File: config.mk
export PLATFORM = sky130hd
export DESIGN_NAME = hw_rr_sched_flat
export DESIGN_NICKNAME = d
export VERILOG_FILES = /design/src/rtl/hw_pkg.sv /design/src/rtl/hw_rr_sched_if.sv /design/src/rtl/hw_popcount.sv /design/src/rtl/hw_rr_sched.sv /design/src/flat_wrapper.sv
export SDC_FILE = /design/constraint.sdc
export NUM_CORES = 1
export LEC_CHECK = 0
export ABC_AREA = 0
export CAP_MARGIN = 20
export CORE_MARGIN = 2
export CORE_UTILIZATION = 45
export CTS_CLUSTER_DIAMETER = 60
export DETAILED_ROUTE_END_ITERATION = 10
export HOLD_SLACK_MARGIN = 0.08
export PLACE_DENSITY = 0.87
export SKIP_CTS_REPAIR_TIMING = 1
export SLEW_MARGIN = 10
export SYNTH_ARGS = -nofsm -noshare
export SYNTH_HDL_FRONTEND = slang
export SYNTH_SLANG_ARGS = --single-unit
File: constraint.sdc
create_clock -name clk -period 17.3 [get_ports clk]
set_input_delay 2.595 -clock clk [delete_from_list [all_inputs] [get_ports clk]]
set_output_delay 2.595 -clock clk [all_outputs]
set_load 0.01 [all_outputs]
File: src/rtl/hw_pkg.sv
// Shared widths and types for the round-robin popcount scheduler.
package hw_pkg;
  localparam int NUM_REQ = 4;
  localparam int DATA_W  = 32;
  localparam int CNT_W   = 6;
  localparam int ID_W    = 2;
  localparam int TOT_W   = 16;
  localparam logic [TOT_W-1:0] TOT_MAX = {TOT_W{1'b1}};

  typedef struct packed {
    logic [CNT_W-1:0] count;
    logic [ID_W-1:0]  id;
  } resp_t;
endpackage

File: src/rtl/hw_rr_sched_if.sv
// Requester and response handshake bundle; the scheduler is the slave side.
interface hw_rr_sched_if;
  import hw_pkg::*;
  logic [NUM_REQ-1:0]             req_valid;
  logic [NUM_REQ-1:0][DATA_W-1:0] req_data;
  logic [NUM_REQ-1:0]             req_ready;
  logic                           resp_valid;
  logic                           resp_ready;
  logic [CNT_W-1:0]               resp_count;
  logic [ID_W-1:0]                resp_id;

  modport master (output req_valid, req_data, resp_ready,
                  input  req_ready, resp_valid, resp_count, resp_id);
  modport slave  (input  req_valid, req_data, resp_ready,
                  output req_ready, resp_valid, resp_count, resp_id);
endinterface

File: src/rtl/hw_popcount.sv
// Combinational Hamming weight of one DATA_W word.
module hw_popcount import hw_pkg::*; (
  input  logic [DATA_W-1:0] data,
  output logic [CNT_W-1:0]  count
);
  always_comb begin
    count = '0;
    for (int i = 0; i < DATA_W; i++) count = count + CNT_W'(data[i]);
  end
endmodule

File: src/rtl/hw_rr_sched.sv
// Round-robin arbiter sharing one popcount unit, with a single-entry result
// register and a saturating running total of counted ones.
module hw_rr_sched import hw_pkg::*; (
  input  logic             clk,
  input  logic             rst_n,
  hw_rr_sched_if.slave     bus,
  input  logic             clear_total,
  output logic [TOT_W-1:0] total_ones
);
  logic [ID_W-1:0]  rr_ptr, gnt_id, hi_id, lo_id, nxt_ptr;
  logic             hi_found, lo_found, gnt_found, can_accept, xfer;
  logic [CNT_W-1:0] gnt_cnt;
  logic [TOT_W:0]   tot_sum;
  resp_t            resp_q;
  logic             resp_vld;

  assign can_accept = !resp_vld || bus.resp_ready;

  // Downward scan leaves the lowest match: hi_* restricted to >= rr_ptr, lo_* wraps.
  always_comb begin
    hi_found = 1'b0;
    hi_id    = '0;
    lo_found = 1'b0;
    lo_id    = '0;
    for (int i = NUM_REQ-1; i >= 0; i--) begin
      if (bus.req_valid[i]) begin
        if (ID_W'(i) >= rr_ptr) begin
          hi_found = 1'b1;
          hi_id    = ID_W'(i);
        end
        lo_found = 1'b1;
        lo_id    = ID_W'(i);
      end
    end
    gnt_found = lo_found;
    gnt_id    = hi_found ? hi_id : lo_id;
  end

  // Gating with rst_n keeps a requester from seeing a handshake during reset.
  assign xfer    = gnt_found && can_accept && rst_n;
  assign nxt_ptr = (gnt_id == ID_W'(NUM_REQ-1)) ? '0 : gnt_id + 1'b1;

  always_comb begin
    bus.req_ready = '0;
    if (xfer) bus.req_ready[gnt_id] = 1'b1;
  end

  hw_popcount u_pc (
    .data  (bus.req_data[gnt_id]),
    .count (gnt_cnt)
  );

  assign tot_sum = {1'b0, total_ones} + {{(TOT_W+1-CNT_W){1'b0}}, gnt_cnt};

  always_ff @(posedge clk) begin
    if (!rst_n) begin
      resp_q     <= '0;
      resp_vld   <= 1'b0;
      rr_ptr     <= '0;
      total_ones <= '0;
    end else begin
      if (xfer) begin
        resp_q   <= '{count: gnt_cnt, id: gnt_id};
        resp_vld <= 1'b1;
        rr_ptr   <= nxt_ptr;
      end else if (bus.resp_ready) begin
        resp_vld <= 1'b0;
      end
      if (clear_total)
        total_ones <= xfer ? {{(TOT_W-CNT_W){1'b0}}, gnt_cnt} : '0;
      else if (xfer)
        total_ones <= tot_sum[TOT_W] ? TOT_MAX : tot_sum[TOT_W-1:0];
    end
  end

  assign bus.resp_valid = resp_vld;
  assign bus.resp_count = resp_q.count;
  assign bus.resp_id    = resp_q.id;
endmodule

File: src/flat_wrapper.sv
// flat-port wrapper written by rule: the top's interface ports become plain ports
module hw_rr_sched_flat import hw_pkg::*;
  (clk, rst_n, clear_total, total_ones, bus_req_valid, bus_req_data, bus_resp_ready, bus_req_ready, bus_resp_valid, bus_resp_count, bus_resp_id);
  hw_rr_sched_if bus_i ();
  input  logic clk;
  input  logic rst_n;
  input  logic clear_total;
  output logic [TOT_W-1:0] total_ones;
  input wire logic [$bits(bus_i.req_valid)-1:0] bus_req_valid;
  input wire logic [$bits(bus_i.req_data)-1:0] bus_req_data;
  input wire logic [$bits(bus_i.resp_ready)-1:0] bus_resp_ready;
  output wire logic [$bits(bus_i.req_ready)-1:0] bus_req_ready;
  output wire logic [$bits(bus_i.resp_valid)-1:0] bus_resp_valid;
  output wire logic [$bits(bus_i.resp_count)-1:0] bus_resp_count;
  output wire logic [$bits(bus_i.resp_id)-1:0] bus_resp_id;
  assign bus_i.req_valid = bus_req_valid;
  assign bus_i.req_data = bus_req_data;
  assign bus_i.resp_ready = bus_resp_ready;
  assign bus_req_ready = bus_i.req_ready;
  assign bus_resp_valid = bus_i.resp_valid;
  assign bus_resp_count = bus_i.resp_count;
  assign bus_resp_id = bus_i.resp_id;
  hw_rr_sched u_core (.clk(clk), .rst_n(rst_n), .bus(bus_i), .clear_total(clear_total), .total_ones(total_ones));
endmodule
==> results_dict.tcl <==
set metrics [dict create \
    wl_per_cell_um 16.7 \
    synth_edf_count 0 \
    fmax_ghz 0.0902 \
    critPathLaunch "bus_req_valid[0]" \
    final.setup.tns_ns 0 \
    ys_ff_latch 27 \
    yosys_warnings 0 \
    root_buffer "clkbuf_8" \
    grt_pass1_vias 3390 \
    crit_end "u_core.total_ones[3]$_SDFFE_PN0P_" \
    ys_async_sr_fraction 0 \
    via_per_inst 5.34 \
    status "complete, no violations" \
    fp.coreArea_um2 7330 \
    die_w_um 91.6 \
    clockBufferDepth 2 \
    path_common_cell "fa_1" \
    drtIter0Drc 184 \
    numCtsBuffers 3 \
    fin_crit_sh 0.641 \
    portBuffers 164 \
    n_antenna_cell 0 \
    htree_levels 1 \
    synth_area_um2 3450 \
    dpl_cell_area_um2 5090 \
    tightest_slew_ns 1.07 \
    grt_first_pass_wirelength_um 16800 \
    start_kind "input port" \
    grt_max_degree 69 \
    slew_headroom 0.287 \
    ys_seq_area_frac 0.157 \
    fin_nets 687 \
    synthesis.nets 536 \
    rsz0062_at_grt "no" \
    antenna_found_initial 0 \
    antenna_left 0 \
    wirelength_um 10100 \
    worstSkewPairLatency_ns 0.28 \
    maxSlewViolCount 0 \
    cts_tree "done" \
    hp-class "reg2reg" \
    clk_pin_slew_ns 0.10 \
    critPathKind "in2reg" \
    dp_hpwl_um 8430 \
    setup_violations 0 \
    synth.distinct_cells 52 \
    drive_gt1_frac 0.0591 \
    hold_violations 0 \
    cp-end-kind "flop" \
    die_height_um 91.6 \
    cpPeakStageDelay_ns 0.79 \
    reg2reg_to "u_core.total_ones[3]$_SDFFE_PN0P_" \
    place_congestion 0.899 \
    critPathArrivalTime_ns 11.24 \
    syn_avg_cell_area_um2 9.64 \
    required_ns 17.45 \
    maxCapViolations 0 \
    fillers 552 \
    worst-r2r-cell-count 27 \
    cts.sinks 27 \
    initial_core_util 0.471 \
    min_period_ns 11.09 \
    via_count 3243 \
    area.growth.synth_to_final_pct 48.8 \
    worstPathMaxFanout 68 \
    rrSetupSlack_ns 8.70 \
    drt_pre_antenna_iters 4 \
    rows 31 \
    ys.flop_type "dfxtp_1" \
    synth_cells 358 \
    slowest_stage "buf_4" \
    drc 0 \
    grt.total_usage 0.245 \
    r2r_start "u_core.rr_ptr[1]$_SDFFE_PN0P_" \
    holdWs_ns 0.460 \
    overflow 0 \
    stdcell_area_um2 5130 \
    clock_skew_ns 0.00386 \
    dieArea_um2 8380 \
    ios 165 \
]
[cell families (layout without fill, tap and decap cells)]
group                      count (synthesis)  in the layout  share of synthesized area
adders and majority gates                 42             42                      0.207
AOI/OAI and AO/OA                         60             60                      0.134
buffers and inverters                     48            198                     0.0747
DFF                                       27             27                      0.157
xor gates and xnor gates                   7              7                     0.0178
and+or+nand+nor                           77             77                      0.123
muxes                                     97             97                      0.287
[cell type report]
class                           instances  area, µm²  share of cell area
Multi-Input combinational cell        283       2660               0.518
Timing Repair Buffer                  166       1660               0.323
Sequential cell                        27        541               0.105
Tap cell                               99        124              0.0241
Inverter                               28        105              0.0205
Clock buffer                            3       41.3             0.00804
Clock inverter                          1       5.00            0.000975
[stage by stage]
stage	utilization	setup WS, ns	instances
final	0.700	6.21	607
after floorplan	-	7.45	358
after global placement	0.694	6.18	603
after CTS	0.700	6.20	607
after detailed placement	0.694	5.93	603
after global routing	0.700	5.59	607
[layer usage]
layer / vias up / track usage / wire [µm]
met4: 0 / 0.0429 / 155
met5: - / 0 / 0
met1: 1537 / 0.320 / 4410
li1: 1597 / - / -
met2: 95 / 0.434 / 5040
met3: 14 / 0.0349 / 543
[registers in the layout (all words and copies together) (netlist names)]
name,flops
u_core.bus.resp_count,6
u_core.bus.resp_id,2
u_core.bus.resp_valid,1
u_core.rr_ptr,2
u_core.total_ones,16
[synthesized netlist by cell type, types with 4 or more instances]
master	instances	area, µm²
dfxtp_1	27	541
nor3_1	7	35.0
buf_6	7	78.8
a21oi_1	9	45.0
and3_1	9	56.3
a21boi_0	6	45.0
nor2_1	9	33.8
nor2b_1	5	31.3
mux2_2	15	169
buf_2	4	20.0
buf_4	5	37.5
o21ai_0	9	45.0
a31oi_1	7	43.8
nand2_1	18	67.6
xor2_1	4	35.0
ha_1	17	213
a21o_1	4	30.0
nand3_1	8	40.0
inv_1	28	105
fa_1	25	500
nand2b_1	4	25.0
mux2i_1	82	821
[worst min path at each step]
stage,startpoint,to,slack [ns],cells after the start
global placement,u_core.bus.resp_id[0]$_SDFFE_PN0P_,u_core.bus.resp_id[0]$_SDFFE_PN0P_,0.44,2
finish,u_core.bus.resp_id[0]$_SDFFE_PN0P_,u_core.bus.resp_id[0]$_SDFFE_PN0P_,0.46,2
global route,u_core.bus.resp_id[0]$_SDFFE_PN0P_,u_core.bus.resp_id[0]$_SDFFE_PN0P_,0.50,2
floorplan,u_core.bus.resp_id[0]$_SDFFE_PN0P_,u_core.bus.resp_id[0]$_SDFFE_PN0P_,0.48,2
detailed placement,u_core.bus.resp_id[0]$_SDFFE_PN0P_,u_core.bus.resp_id[0]$_SDFFE_PN0P_,0.45,2
CTS,u_core.bus.resp_id[0]$_SDFFE_PN0P_,u_core.bus.resp_id[0]$_SDFFE_PN0P_,0.46,2
[worst max-delay path: cells and delay by family]
kind                     cells  cell delay [ns]
XOR/XNOR                     1             0.26
AND/OR/NAND/NOR              1             0.17
buffers and inverters        6             1.57
AO/OA/AOI/OAI                9             1.91
multiplexers                 2             0.52
adder cells (fa/ha/maj)      9             4.14
[layout by cell type (no fill, tap or decap), types with 15 or more instances in the layout]
cell and count:
mux2i_1 82, inv_1 28, mux2_2 15, nand2_1 18, clkdlybuf4s50_1 164, fa_1 25, dfxtp_1 27, ha_1 17
Power is not shown: default switching activity piles up to over one toggle a cycle in this logic, so the estimate is an artifact.
